==> src/rtl/accum_sequencer.sv <==
// accum_sequencer: frame controller for spectrum accumulation and upload.
// Arms on start, accumulates pulse_num laser pulses into the buffer, then
// waits FLUSH_CYC cycles and drains the buffer to the host in BURST-word bursts.
// Underrun watchdogs in both upload states end the frame early and raise
// a sticky error flag.
module accum_sequencer #(
  parameter int PULSE_W     = 16,
  parameter int WORDS_TOTAL = 8192,
  parameter int BURST       = 2048,
  parameter int FLUSH_CYC   = 4
) (
  input  logic               clk,
  input  logic               rst,
  input  logic               start,
  input  logic               abort,
  input  logic [PULSE_W-1:0] pulse_num,
  input  logic               laser_trig,
  input  logic               valid_in,
  input  logic               upload_en,
  input  logic               valid_out,
  input  logic               host_rdy,
  output logic               buffer_en,
  output logic               is_first_pls,
  output logic               valid_gated,
  output logic               upload_trig,
  output logic               fifo_srst,
  output logic               busy,
  output logic               done,
  output logic               err_underrun,
  output logic [PULSE_W-1:0] pls_cnt
);

  localparam int WC_W = $clog2(WORDS_TOTAL) + 1;
  localparam int BC_W = $clog2(BURST) + 1;
  localparam int FC_W = $clog2(FLUSH_CYC) + 1;

  localparam logic [WC_W-1:0] WORDS_L    = WC_W'(WORDS_TOTAL);
  localparam logic [BC_W-1:0] BURST_LAST = BC_W'(BURST - 1);
  localparam logic [FC_W-1:0] FLUSH_LAST = FC_W'(FLUSH_CYC - 1);
  // UP_WAIT tolerates 16 idle cycles; the 17th raises the error.
  localparam logic [6:0]      WAIT_LIM   = 7'd16;
  // UP_BURST errors on the 64th consecutive cycle without a word.
  localparam logic [6:0]      IDLE_LAST  = 7'd63;

  typedef enum logic [2:0] {
    IDLE, ARM, ACCUM, FLUSH, UP_WAIT, UP_BURST, DONE
  } state_t;

  state_t             state_q, state_d;
  logic [PULSE_W-1:0] target_q, target_d;
  logic [PULSE_W-1:0] pls_cnt_q, pls_cnt_d;
  logic               first_q, first_d;
  logic               err_q, err_d;
  logic               vin_q;
  logic [WC_W-1:0]    word_cnt_q, word_cnt_d;
  logic [BC_W-1:0]    burst_cnt_q, burst_cnt_d;
  logic [FC_W-1:0]    flush_cnt_q, flush_cnt_d;
  logic [6:0]         tmo_q, tmo_d;

  logic               vin_fall;
  logic [PULSE_W-1:0] pls_inc;
  logic [WC_W-1:0]    word_inc;

  // Pulse boundary: falling edge of valid_in against its registered copy.
  assign vin_fall = vin_q & ~valid_in;
  // Saturating increments so neither counter can wrap.
  assign pls_inc  = (pls_cnt_q == '1) ? pls_cnt_q : pls_cnt_q + 1'b1;
  assign word_inc = (word_cnt_q == WORDS_L) ? word_cnt_q : word_cnt_q + 1'b1;

  assign buffer_en    = (state_q == IDLE) || (state_q == ARM) ||
                        (state_q == ACCUM) || (state_q == FLUSH);
  assign busy         = (state_q != IDLE);
  assign valid_gated  = (state_q == ACCUM) & valid_in;
  assign is_first_pls = first_q;
  assign err_underrun = err_q;
  assign pls_cnt      = pls_cnt_q;

  // State register.
  always_ff @(posedge clk or posedge rst) begin
    if (rst) state_q <= IDLE;
    else     state_q <= state_d;
  end

  // Frame datapath registers: counters, latched target, flags.
  always_ff @(posedge clk or posedge rst) begin
    if (rst) begin
      target_q    <= '0;
      pls_cnt_q   <= '0;
      first_q     <= 1'b0;
      err_q       <= 1'b0;
      vin_q       <= 1'b0;
      word_cnt_q  <= '0;
      burst_cnt_q <= '0;
      flush_cnt_q <= '0;
      tmo_q       <= '0;
    end else begin
      target_q    <= target_d;
      pls_cnt_q   <= pls_cnt_d;
      first_q     <= first_d;
      err_q       <= err_d;
      vin_q       <= valid_in;
      word_cnt_q  <= word_cnt_d;
      burst_cnt_q <= burst_cnt_d;
      flush_cnt_q <= flush_cnt_d;
      tmo_q       <= tmo_d;
    end
  end

  // Next-state and strobe outputs; abort outranks every other transition.
  always_comb begin
    state_d     = state_q;
    target_d    = target_q;
    pls_cnt_d   = pls_cnt_q;
    first_d     = first_q;
    err_d       = err_q;
    word_cnt_d  = word_cnt_q;
    burst_cnt_d = burst_cnt_q;
    flush_cnt_d = flush_cnt_q;
    tmo_d       = tmo_q;
    upload_trig = 1'b0;
    fifo_srst   = 1'b0;
    done        = 1'b0;

    if (abort && (state_q != IDLE)) begin
      fifo_srst = 1'b1;
      first_d   = 1'b0;
      state_d   = IDLE;
    end else begin
      case (state_q)
        IDLE: begin
          if (start && !abort) begin
            // A zero pulse count would never terminate; run one pulse instead.
            target_d    = (pulse_num == '0) ? PULSE_W'(1) : pulse_num;
            pls_cnt_d   = '0;
            word_cnt_d  = '0;
            burst_cnt_d = '0;
            flush_cnt_d = '0;
            tmo_d       = '0;
            err_d       = 1'b0;
            first_d     = 1'b0;
            state_d     = ARM;
          end
        end
        ARM: begin
          if (laser_trig) begin
            first_d = 1'b1;
            state_d = ACCUM;
          end
        end
        ACCUM: begin
          // laser_trig is ignored here; only valid_in falls count pulses.
          if (vin_fall) begin
            pls_cnt_d = pls_inc;
            first_d   = 1'b0;
            if (pls_inc == target_q) begin
              flush_cnt_d = '0;
              state_d     = FLUSH;
            end
          end
        end
        FLUSH: begin
          if (flush_cnt_q == FLUSH_LAST) begin
            tmo_d   = '0;
            state_d = UP_WAIT;
          end else begin
            flush_cnt_d = flush_cnt_q + 1'b1;
          end
        end
        UP_WAIT: begin
          if (upload_en && host_rdy) begin
            upload_trig = 1'b1;
            burst_cnt_d = '0;
            tmo_d       = '0;
            state_d     = UP_BURST;
          end else if (!upload_en && (word_cnt_q < WORDS_L)) begin
            if (tmo_q == WAIT_LIM) begin
              err_d   = 1'b1;
              state_d = DONE;
            end else begin
              tmo_d = tmo_q + 1'b1;
            end
          end else begin
            // Data is available but the host is stalling: not an underrun.
            tmo_d = '0;
          end
        end
        UP_BURST: begin
          if (valid_out) begin
            word_cnt_d = word_inc;
            tmo_d      = '0;
            if (burst_cnt_q == BURST_LAST) begin
              burst_cnt_d = '0;
              state_d     = (word_inc == WORDS_L) ? DONE : UP_WAIT;
            end else begin
              burst_cnt_d = burst_cnt_q + 1'b1;
            end
          end else if (tmo_q == IDLE_LAST) begin
            err_d   = 1'b1;
            state_d = DONE;
          end else begin
            tmo_d = tmo_q + 1'b1;
          end
        end
        DONE: begin
          done      = 1'b1;
          fifo_srst = 1'b1;
          state_d   = IDLE;
        end
        default: state_d = IDLE;
      endcase
    end
  end

endmodule

==> config.mk <==
export PLATFORM = sky130hd
export DESIGN_NAME = accum_sequencer
export DESIGN_NICKNAME = d
export VERILOG_FILES = /design/src/rtl/accum_sequencer.sv
export SDC_FILE = /design/constraint.sdc
export NUM_CORES = 1
export LEC_CHECK = 0
export BUFFER_PORTS_ARGS = -buffer_cell sky130_fd_sc_hd__buf_2
export CORE_MARGIN = 5
export CORE_UTILIZATION = 45
export DETAILED_ROUTE_END_ITERATION = 8
export GPL_TIMING_DRIVEN = 0
export HOLD_SLACK_MARGIN = 0.1
export PLACE_DENSITY = 0.61
export SLEW_MARGIN = 10
export SYNTH_ARGS = -nofsm -noshare
export SYNTH_HDL_FRONTEND = slang
export SYNTH_SLANG_ARGS = --single-unit
==> constraint.sdc <==
create_clock -name clk -period 7.9 [get_ports clk]
set_input_delay 1.185 -clock clk [delete_from_list [all_inputs] [get_ports clk]]
set_output_delay 1.185 -clock clk [all_outputs]
set_load 0.005 [all_outputs]
# After elaboration in Yosys (flattened, before gate mapping)
# Index checks and enable logic that the tools add are counted.
# classes
n_eq_ne	37
reduce_logical	27
addsub	5
n_mux	58
bitwise_logic	4
n_lt_le_gt_ge	1
# op_table
cell	n
2-to-1 mux 16 bit	4
2-to-1 mux 7 bit	7
2-to-1 mux 12 bit	4
2-to-1 mux 3 bit	16
2-to-1 mux 14 bit	3
one-hot mux 12 bit (3 select lines)	1
one-hot mux 16 bit (2 select lines)	1
== test 14 bit (second input constant)	2
one-hot mux 14 bit (2 select lines)	1
one-hot mux 7 bit (4 select lines)	1
inequality test 4 bit (second input constant)	5
inequality test 2 bit (second input constant)	9
one-hot mux 3 bit (6 select lines)	1
adder 16 x 1 -> 16 bit (second input constant)	1
== test 16 bit	1
== test 16 bit (second input constant)	1
logical NOT 16 bit	1
2-to-1 mux 1 bit	15
adder 14 x 1 -> 14 bit (second input constant)	1
< comparator 14 bit (second input constant)	1
adder 12 x 1 -> 12 bit (second input constant)	1
== test 12 x 11 -> 1 bit (second input constant)	1
AND reduction 4 bit	3
AND reduction 6 bit	2
other kinds (27)	49
# word_totals
in_bits	25
ff_bits	74

# Logic depth before layout (Yosys ltp)
# Gate-level depths: netlist (run 1).
# logic_depth
word_depth	8
depth_mapped	10
ltp_nobuf	9

# Worst setup path after synthesis (run 1)
# No wires, ideal clock.
# synth_timing
path_type	input to output
from	input port abort
to	output port upload_trig
n_path_buf	1
t_arrival_ps	1635
stages	3
setup_slack_ps	5080
required_ps	6715
cell_sequence	buf_4 > nand2b_1 > nor3_1
# synth_between
elab_chain_cells	2
# synth_lines
element	line_no	rtl
start, declared	15	input logic abort,
logical AND 1 bit	124	if (abort && (state_q != IDLE)) begin
2-to-1 mux 1 bit	124	
end, declared	25	output logic upload_trig,
# Every way passes these cells.

# Worst setup path in the final report (run 1)
# layout_timing
from	input port abort
to	register state_q[0]
# layout_between
elab_chain_cells	4
word_cells_on_any_way	14
# layout_lines
element	line_no	rtl
logical NOT 1 bit	131	if (start && !abort) begin
logical AND 1 bit	131	
inequality test 3 x 1 -> 1 bit (no line)	--	
AND reduction 9 bit (no line)	--	
end signal, assigned	81	else state_q <= state_d;
end, declared	49	state_t state_q, state_d;
# Parallel ways exist; a longest one is shown, timed or not.
# A chain may end at the register's enable or synchronous reset.

==> reports/qor.yml, run 1 <==
syn_inst: 579
synthDistinctLibCells: 69
async_reset_ff_share_pct: 100
synthAdderAreaFrac_pct: 2.02
initial_core_util_pct: 45.7
fin_crit_ps: 3190
grt_setup_unrepaired: "false"
vias_per_cell: 5.87
max_freq_ghz: 0.313
post_drt_wl_per_cell_um: 16.8
post-cts-setup-buffers: 0
cts_resized: 0
n_antenna_cell: 0
syn_nets: 612
end_kind: "register"
startpoint_type: "input port"
cts-htree-levels: 3
place_congestion: 0.898
fillers: 1041
synth_commonest_cells: "dfrtp_1, o21ai_0, nand2_1"
fin_tns_setup_ps: 0
worstPathRequired_ps: 8200
p_leak_uw: 0.00235
dieArea_mm2: 0.0132
drt_iter0_drc: 293
grt_pass1_wl_um: 22200
syn_area_per_cell_um2: 8.56
synth-seq-cells: 74
tritoncts: "done"
synth_warnings: 0
nets: 672
grt-ovfl-total: 0
coreArea_mm2: 0.0108
ant_nets: 0
drv_cap: 0
syn_area_mm2: 0.00496
arrival_ps: 3490
grt_max_degree: 60
synth_most_common_cell: "dfrtp_1"
clock_skew_ps: 14.1
synth_top_area_share_pct: 37.4
yosys-top-cells-area: "dfrtp_1, o21ai_0, nand2_1"
run_status: "complete, no violations"
area_growth_pct: 13.1
multi_input_area_mm2: 0.00283
ys.flop_type: "dfrtp_1"
grt_pass1_vias: 4493
fp.dieH_um: 115
ctsHoldBuffers: 0
timing.final.crit_share_pct: 40.4
rows: 38
num_vias: 4601
seq_area_mm2: 0.00185
peakVddDrop_mv: 0.164
worst_slew_pin_slew_ps: 773
drt-total-wl_um: 13100
grt_use_total_pct: 21.0
drc_errors: 0
drive_gt1_share_pct: 18.2
placed_area_mm2: 0.00540
setup_violations: 0
crit_type: "in2reg"
dp.final_hpwl_um: 9730
root_buffer: "clkbuf_8"
p_per_area_mw_per_mm2: 243
cts_sinks: 74
finalPower_uw: 1360
die_width_um: 115
worstSkewPairLatency_ps: 370
seq_area_frac_synth_pct: 37.4
relSlewSlack_pct: 48.3
numCtsBuffers: 9
synth_top_family_by_area: "simple AND/OR/NAND/NOR gates"
fin_area_mm2: 0.00561
synthMuxAreaShare_pct: 4.24
report.final.slew_viol_count: 0
first_pass_iters: 5
hold_viol_final: 0
yosys.area.top_type: "dfrtp_1"
synth_compound_area_share_pct: 20.5
port-buffer-count: 48
synth-xor-area-share_pct: 3.71
synthSimpleGateAreaFrac_pct: 26.6
cts_buffer_depth: 2
io_pins: 49
worstPathMaxFanout: 10
synth_edf_count: 0
antenna_found_initial: 0
clkTransAtPathRegs_ps: 80
hold_class: "reg2reg"
[layer usage]
| metal | global-route usage [%] | vias up | wire (um) |
|---|---|---|---|
| li1 | - | 2246 | - |
| met1 | 27.1 | 2227 | 5950 |
| met2 | 35.0 | 110 | 6320 |
| met3 | 4.53 | 18 | 623 |
| met4 | 7.20 | 0 | 247 |
| met5 | 0 | - | 0 |
[through the flow]
stage	hold slack, ps	utilization, %	cells	setup slack, ps
2_1_floorplan	458	-	579	4830
3_3_place_gp	487	49.6	767	3790
3_5_place_dp	487	49.8	768	4310
4_1_cts	504	51.7	784	4700
5_1_grt	528	51.7	784	4590
6_report	503	51.7	784	4710
[flip-flops by register name (all words and copies together), names as in the netlist]
name	cells
vin_q	1
burst_cnt_q	12
state_q	3
flush_cnt_q	3
word_cnt_q	14
tmo_q	7
err_underrun	1
pls_cnt	16
target_q	16
is_first_pls	1
[cells in the final DEF, fill, tap and decap left out, types with 12 or more instances in the layout]
cell,instances
a21oi_1,28
buf_2,52
clkbuf_1,12
dfrtp_1,74
inv_1,18
mux2_2,16
nand2_1,67
nand3_1,26
nor2_1,47
nor3_1,16
o21ai_0,70
o31ai_1,17
[path summary, 6_finish.rpt]
path	from	end	slack, ps	cells past startpoint
worst max-delay path	abort	state_q[0]	4710	8
worst min-delay path	burst_cnt_q[4]	burst_cnt_q[4]	500	1
worst max register to register	state_q[2]	pls_cnt[15]	4900	10
worst min register to register	burst_cnt_q[4]	burst_cnt_q[4]	500	1
max in group asynchronous	rst	tmo_q[6]	6590	3
min in group asynchronous	rst	pls_cnt[4]	740	2
[cell type report]
cell class / instances / area share (%)
tap: 140 / 3.12
buffer: 30 / 3.64
timing repair buffer: 49 / 4.78
inverter: 20 / 1.38
multi-input combinational: 455 / 50.4
sequential: 74 / 33.0
clock buffer: 10 / 2.45
clock inverter: 6 / 1.18
[worst max-delay path, cell delays in order]
cell	delay, ps
buf_2	110
o21bai_1	310
or3_1	400
buf_2	170
nor2_1	600
o21ai_1	180
nor4_2	340
a311o_1	190
[report_power, final]
part / internal [uW] / total, uW / switching, uW
clock network: 154 / 308 / 154
registers: 448 / 514 / 65.8
logic: 228 / 538 / 310
total: 830 / 1360 / 530
[kinds of logic (layout without fill, tap and decap cells)]
group,Yosys count,in the layout
buffers and inverters,50,115
adders and majority gates,8,8
AOI/OAI and AO/OA,161,161
xor gates and xnor gates,21,21
and+or+nand+nor,246,246
DFF,74,74
muxes,19,19
No activity file was read; power rests on OpenSTA's default activity.
==> inputs of run 2 (changes only) <==
- PLACE_DENSITY: 0.61 -> 0.64
- clock period: 7.9 -> 2.8 ns (I/O delays scaled with it)
==> reports/qor.yml, run 2 (synthesis results as in run 1) <==
run_status: "complete, no violations"
arrival_ps: 2910  # -580 ps
placed_area_mm2: 0.00540  # unchanged
post-route-util_pct: 52.7  # +0.96 points
crit_type: "reg2reg"
io_pins: 49  # unchanged
dieArea_mm2: 0.0132  # unchanged
worstPathRequired_ps: 3050  # -5150 ps
grt-ovfl-total: 0  # unchanged
coreArea_mm2: 0.0108  # unchanged
rows: 38  # unchanged
ant_nets: 0  # unchanged
place_congestion: 0.871  # -2.9%
report.final.slew_viol_count: 0  # unchanged
peakVddDrop_mv: 0.339  # +110%
p_leak_uw: 0.00242  # +3.0%
cp-startpoint: "pls_cnt[7]"
timing.final.crit_share_pct: 95.0
root_buffer: "clkbuf_8"
multi_input_area_mm2: 0.00290  # +2.7%
max_freq_ghz: 0.376
final_common_cell: "dfrtp_1"
area_growth_pct: 15.2
grt_pass1_vias: 4371  # -2.7%
first_pass_iters: 5  # unchanged
worstSkewPairLatency_ps: 370  # about the same
grt_setup_unrepaired: "false"
startpoint_type: "register"
grt_max_degree: 60  # unchanged
initial_core_util_pct: 45.7  # unchanged
p_per_area_mw_per_mm2: 683  # +180%
grt_use_total_pct: 21.0  # +0.023 points
finalPower_uw: 3900  # +190%
hold_class: "in2reg"
dp.final_hpwl_um: 9730  # about the same
relSlewSlack_pct: 45.0  # -3.3 points
nets: 676  # +0.60%
seq_area_mm2: 0.00185  # +0.14%
die_width_um: 115  # unchanged
drt_iter0_drc: 424  # +45%
fin_area_mm2: 0.00571  # +1.9%
fp.dieH_um: 115  # unchanged
holdCritStartpoint: "valid_in"
layout_common_cells: "dfrtp_1, o21ai_0, nand2_1"
vias_per_cell: 5.95  # +1.4%
fillers: 1039  # -0.19%
clkTransAtPathRegs_ps: 80  # about the same
grt_pass1_wl_um: 22200  # unchanged
drive_gt1_share_pct: 19.8  # +1.6 points
tritoncts: "done"
hold_viol_final: 0  # unchanged
cts_sinks: 74  # unchanged
end_kind: "register"
post_drt_wl_per_cell_um: 17.0  # +1.6%
cts_buffer_depth: 2  # unchanged
numCtsBuffers: 9  # unchanged
drt-total-wl_um: 13400  # +2.1%
setup_violations: 0  # unchanged
worstPathMaxFanout: 7  # -3
clock_skew_ps: 13.4  # -0.623 ps
n_antenna_cell: 0  # unchanged
port-buffer-count: 48  # unchanged
num_vias: 4688  # +1.9%
antenna_found_initial: 0  # unchanged
r2r_start: "pls_cnt[7]"
drv_cap: 0  # unchanged
cts-htree-levels: 3  # unchanged
worst_slew_pin_slew_ps: 818  # +44.6 ps
drc_errors: 0  # unchanged
fin_crit_ps: 2660
-- run 2: worst paths after layout --
kind                             endpoint  slack (ps)  depth (start not counted)
max reg2reg                    state_q[0]         140                          7
max                            state_q[0]         140                          7
max in group asynchronous        tmo_q[6]        1700                          4
min                                 vin_q         180                          1
min in group asynchronous  burst_cnt_q[6]         520                          3
min reg2reg                burst_cnt_q[4]         500                          1
-- run 2: through the flow --
| step | instances | hold WS [ps] | worst slack (ps) | TNS [ps] |
|---|---|---|---|---|
| 2_1_floorplan | 579 | 451 | 271 | 0 |
| 6_report | 788 | 181 | 140 | 0 |
| 5_1_grt | 788 | 174 | 7.57 | 0 |
| 3_5_place_dp | 768 | 374 | -147 | -738 |
| 3_3_place_gp | 767 | 484 | -528 | -39410 |
| 4_1_cts | 785 | 160 | 31.3 | 0 |
-- run 2: cell type report --
class,instances,share of cell area (%)
clock buffer,12,2.54
buffer,30,3.59
multi-input combinational,455,50.8
tap,140,3.07
inverter,20,1.36
clock inverter,4,0.898
timing repair buffer,53,5.26
sequential,74,32.5
-- run 2: where the power goes --
group	internal [uW]	total, uW	switching (uW)
Sequential	1270	1470	198
Combinational	663	1570	907
Clock	437	864	427
Total	2370	3900	1530
-- run 2: layer usage --
metal / wire length, um / part of all wire [%] / vias to the layer above / track usage [%]
met5: 0 / 0 / - / 0
met4: 259 / 1.9 / 0 / 8.45
met3: 842 / 6.3 / 17 / 3.37
met2: 6240 / 47 / 158 / 31.8
met1: 6080 / 45 / 2265 / 30.1
li1: - / - / 2248 / -
-- run 2: repair_timing --
action | in CTS | in global routing
hold endpoints to repair | 15 | 0
setup buffers | 0 | 3
pin swaps | 1 | 4
hold buffers | 1 | 0
endpoints found under the setup margin | 10 | 11
resized for setup | 5 | 11
-- run 2: worst max-delay path, stage by stage (launching register included) --
cell and delay (ps):
dfrtp_1 520, nand4_1 330, or3_1 480, or3_1 330
a41o_1 250, o21ai_1 200, nor4_4 90, a311o_1 330
==> inputs of run 3 (changes only) <==
- BUFFER_PORTS_ARGS: -buffer_cell sky130_fd_sc_hd__buf_2 -> -buffer_cell sky130_fd_sc_hd__buf_4
==> reports/qor.yml, run 3 (synthesis results as in run 1) <==
run_status: "complete, no violations"
reg2regPathDepth: 7  # unchanged
first_pass_iters: 5  # unchanged
fillers: 1030  # -0.87%
layout_common_cells: "dfrtp_1, o21ai_0, nand2_1"
area_growth_pct: 17.9
vias_per_cell: 5.90  # -0.88%
nets: 673  # -0.44%
dp.final_hpwl_um: 9680  # -0.47%
antenna_found_initial: 0  # unchanged
cts_buffer_depth: 2  # unchanged
hold_class: "in2reg"
fp.dieH_um: 115  # unchanged
fin_crit_ps: 2660  # +1.56 ps
final_common_cell: "dfrtp_1"
drc_errors: 0  # unchanged
crit_type: "reg2reg"
grt_use_total_pct: 20.9  # -0.18 points
timing.final.crit_share_pct: 95.1  # about the same
drive_gt1_share_pct: 19.7  # -0.063 points
grt_max_degree: 49  # -18%
seq_area_mm2: 0.00185  # unchanged
holdPathStages: 1  # unchanged
tritoncts: "done"
max_freq_ghz: 0.376  # about the same
ant_nets: 0  # unchanged
relSlewSlack_pct: 41.4  # -3.6 points
clkTransAtPathRegs_ps: 80  # about the same
drv_cap: 0  # unchanged
grt_pass1_vias: 4409  # +0.87%
root_buffer: "clkbuf_8"
finalPower_uw: 4090  # +4.9%
num_vias: 4629  # -1.3%
dieArea_mm2: 0.0132  # unchanged
numCtsBuffers: 9  # unchanged
r2r_slack_ps: 140  # about the same
worst_slew_pin_slew_ps: 871  # +52.8 ps
arrival_ps: 2920  # about the same
drt-total-wl_um: 13300  # -1.2%
post-cts-setup-buffers: 0  # unchanged
startpoint_type: "register"
post_drt_wl_per_cell_um: 16.9  # -0.78%
port-buffer-count: 48  # unchanged
grt_setup_unrepaired: "false"
worstSkewPairLatency_ps: 370  # about the same
grt_pass1_wl_um: 22200  # unchanged
clock_skew_ps: 8.83  # -4.61 ps
peakVddDrop_mv: 0.499  # +47%
p_per_area_mw_per_mm2: 700  # +2.5%
n_antenna_cell: 0  # unchanged
setup_violations: 0  # unchanged
io_pins: 49  # unchanged
end_kind: "register"
die_width_um: 115  # unchanged
grt-ovfl-total: 0  # unchanged
cts-htree-levels: 3  # unchanged
whs_ps: 168  # -12.4 ps
hold_viol_final: 0  # unchanged
place_congestion: 0.929  # +6.6%
p_leak_uw: 0.00245  # +0.93%
worstPathMaxFanout: 7  # unchanged
cts_sinks: 74  # unchanged
initial_core_util_pct: 45.7  # unchanged
worstPathRequired_ps: 3060  # about the same
post-route-util_pct: 53.9  # +1.2 points
coreArea_mm2: 0.0108  # unchanged
drt_iter0_drc: 385  # -9.2%
multi_input_area_mm2: 0.00289  # -0.34%
rows: 38  # unchanged
report.final.slew_viol_count: 0  # unchanged
-- run 3: cell types whose count changed in the layout (fill, tap and decap cells not counted) --
cell,before,now
ha_4,1,0
clkbuf_1,13,11
ha_2,0,1
clkinv_4,1,0
bufinv_16,1,3
clkbuf_8,10,9
buf_4,8,53
buf_2,52,4
clkinvlp_4,1,3
-- run 3: routing by layer --
layer  global-route usage [%]  vias to the layer above  wire (um)
li1                         -                     2241          -
met4                     5.79                        0        208
met3                     5.42                       19        822
met2                     32.4                      151       6000
met5                        0                        -          0
met1                     28.9                     2218       6230
-- run 3: final timing paths --
kind	from	end
min in group asynchronous	rst	target_q[3]
min	valid_in	vin_q
max in group asynchronous	rst	pls_cnt[1]
max reg2reg	pls_cnt[7]	state_q[0]
min reg2reg	burst_cnt_q[6]	burst_cnt_q[6]
max	pls_cnt[7]	state_q[0]
-- run 3: area by class of cell --
| class | count | area share, % |
|---|---|---|
| sequential | 74 | 31.7 |
| multi-input combinational | 455 | 49.5 |
| inverter | 20 | 1.33 |
| clock buffer | 9 | 2.12 |
| buffer | 30 | 3.51 |
| clock inverter | 7 | 2.01 |
| tap | 140 | 3.00 |
| timing repair buffer | 50 | 6.81 |
-- run 3: repair_timing --
action	CTS	global route
pin swaps	1	2
hold buffers	1	0
gates cloned	0	0
setup endpoints to repair	11	12
resized for setup	5	10
hold endpoints to repair	26	0
-- run 3: metrics by stage --
step | instances | setup WS (ps) | setup TNS, ps | area (um2)
6_report | 785 | 138 | 0 | 5840
5_1_grt | 785 | 7.89 | 0 | 5840
4_1_cts | 785 | 13.4 | 0 | 5800
3_5_place_dp | 768 | -143 | -1050 | 5520
3_3_place_gp | 767 | -532 | -40060 | 5490
2_1_floorplan | 579 | 271 | 0 | 4960
-- run 3: worst max-delay path: stages (launching register included) --
cell and delay, ps:
dfrtp_1 520, nand4_1 340, or3_1 480, or3_1 330, a41o_1 250, o21ai_1 210
nor4_4 90, a311o_1 330
-- run 3: power by group --
group	switching (uW)	internal (uW)
Combinational	907	694
Sequential	202	1270
Clock	431	589
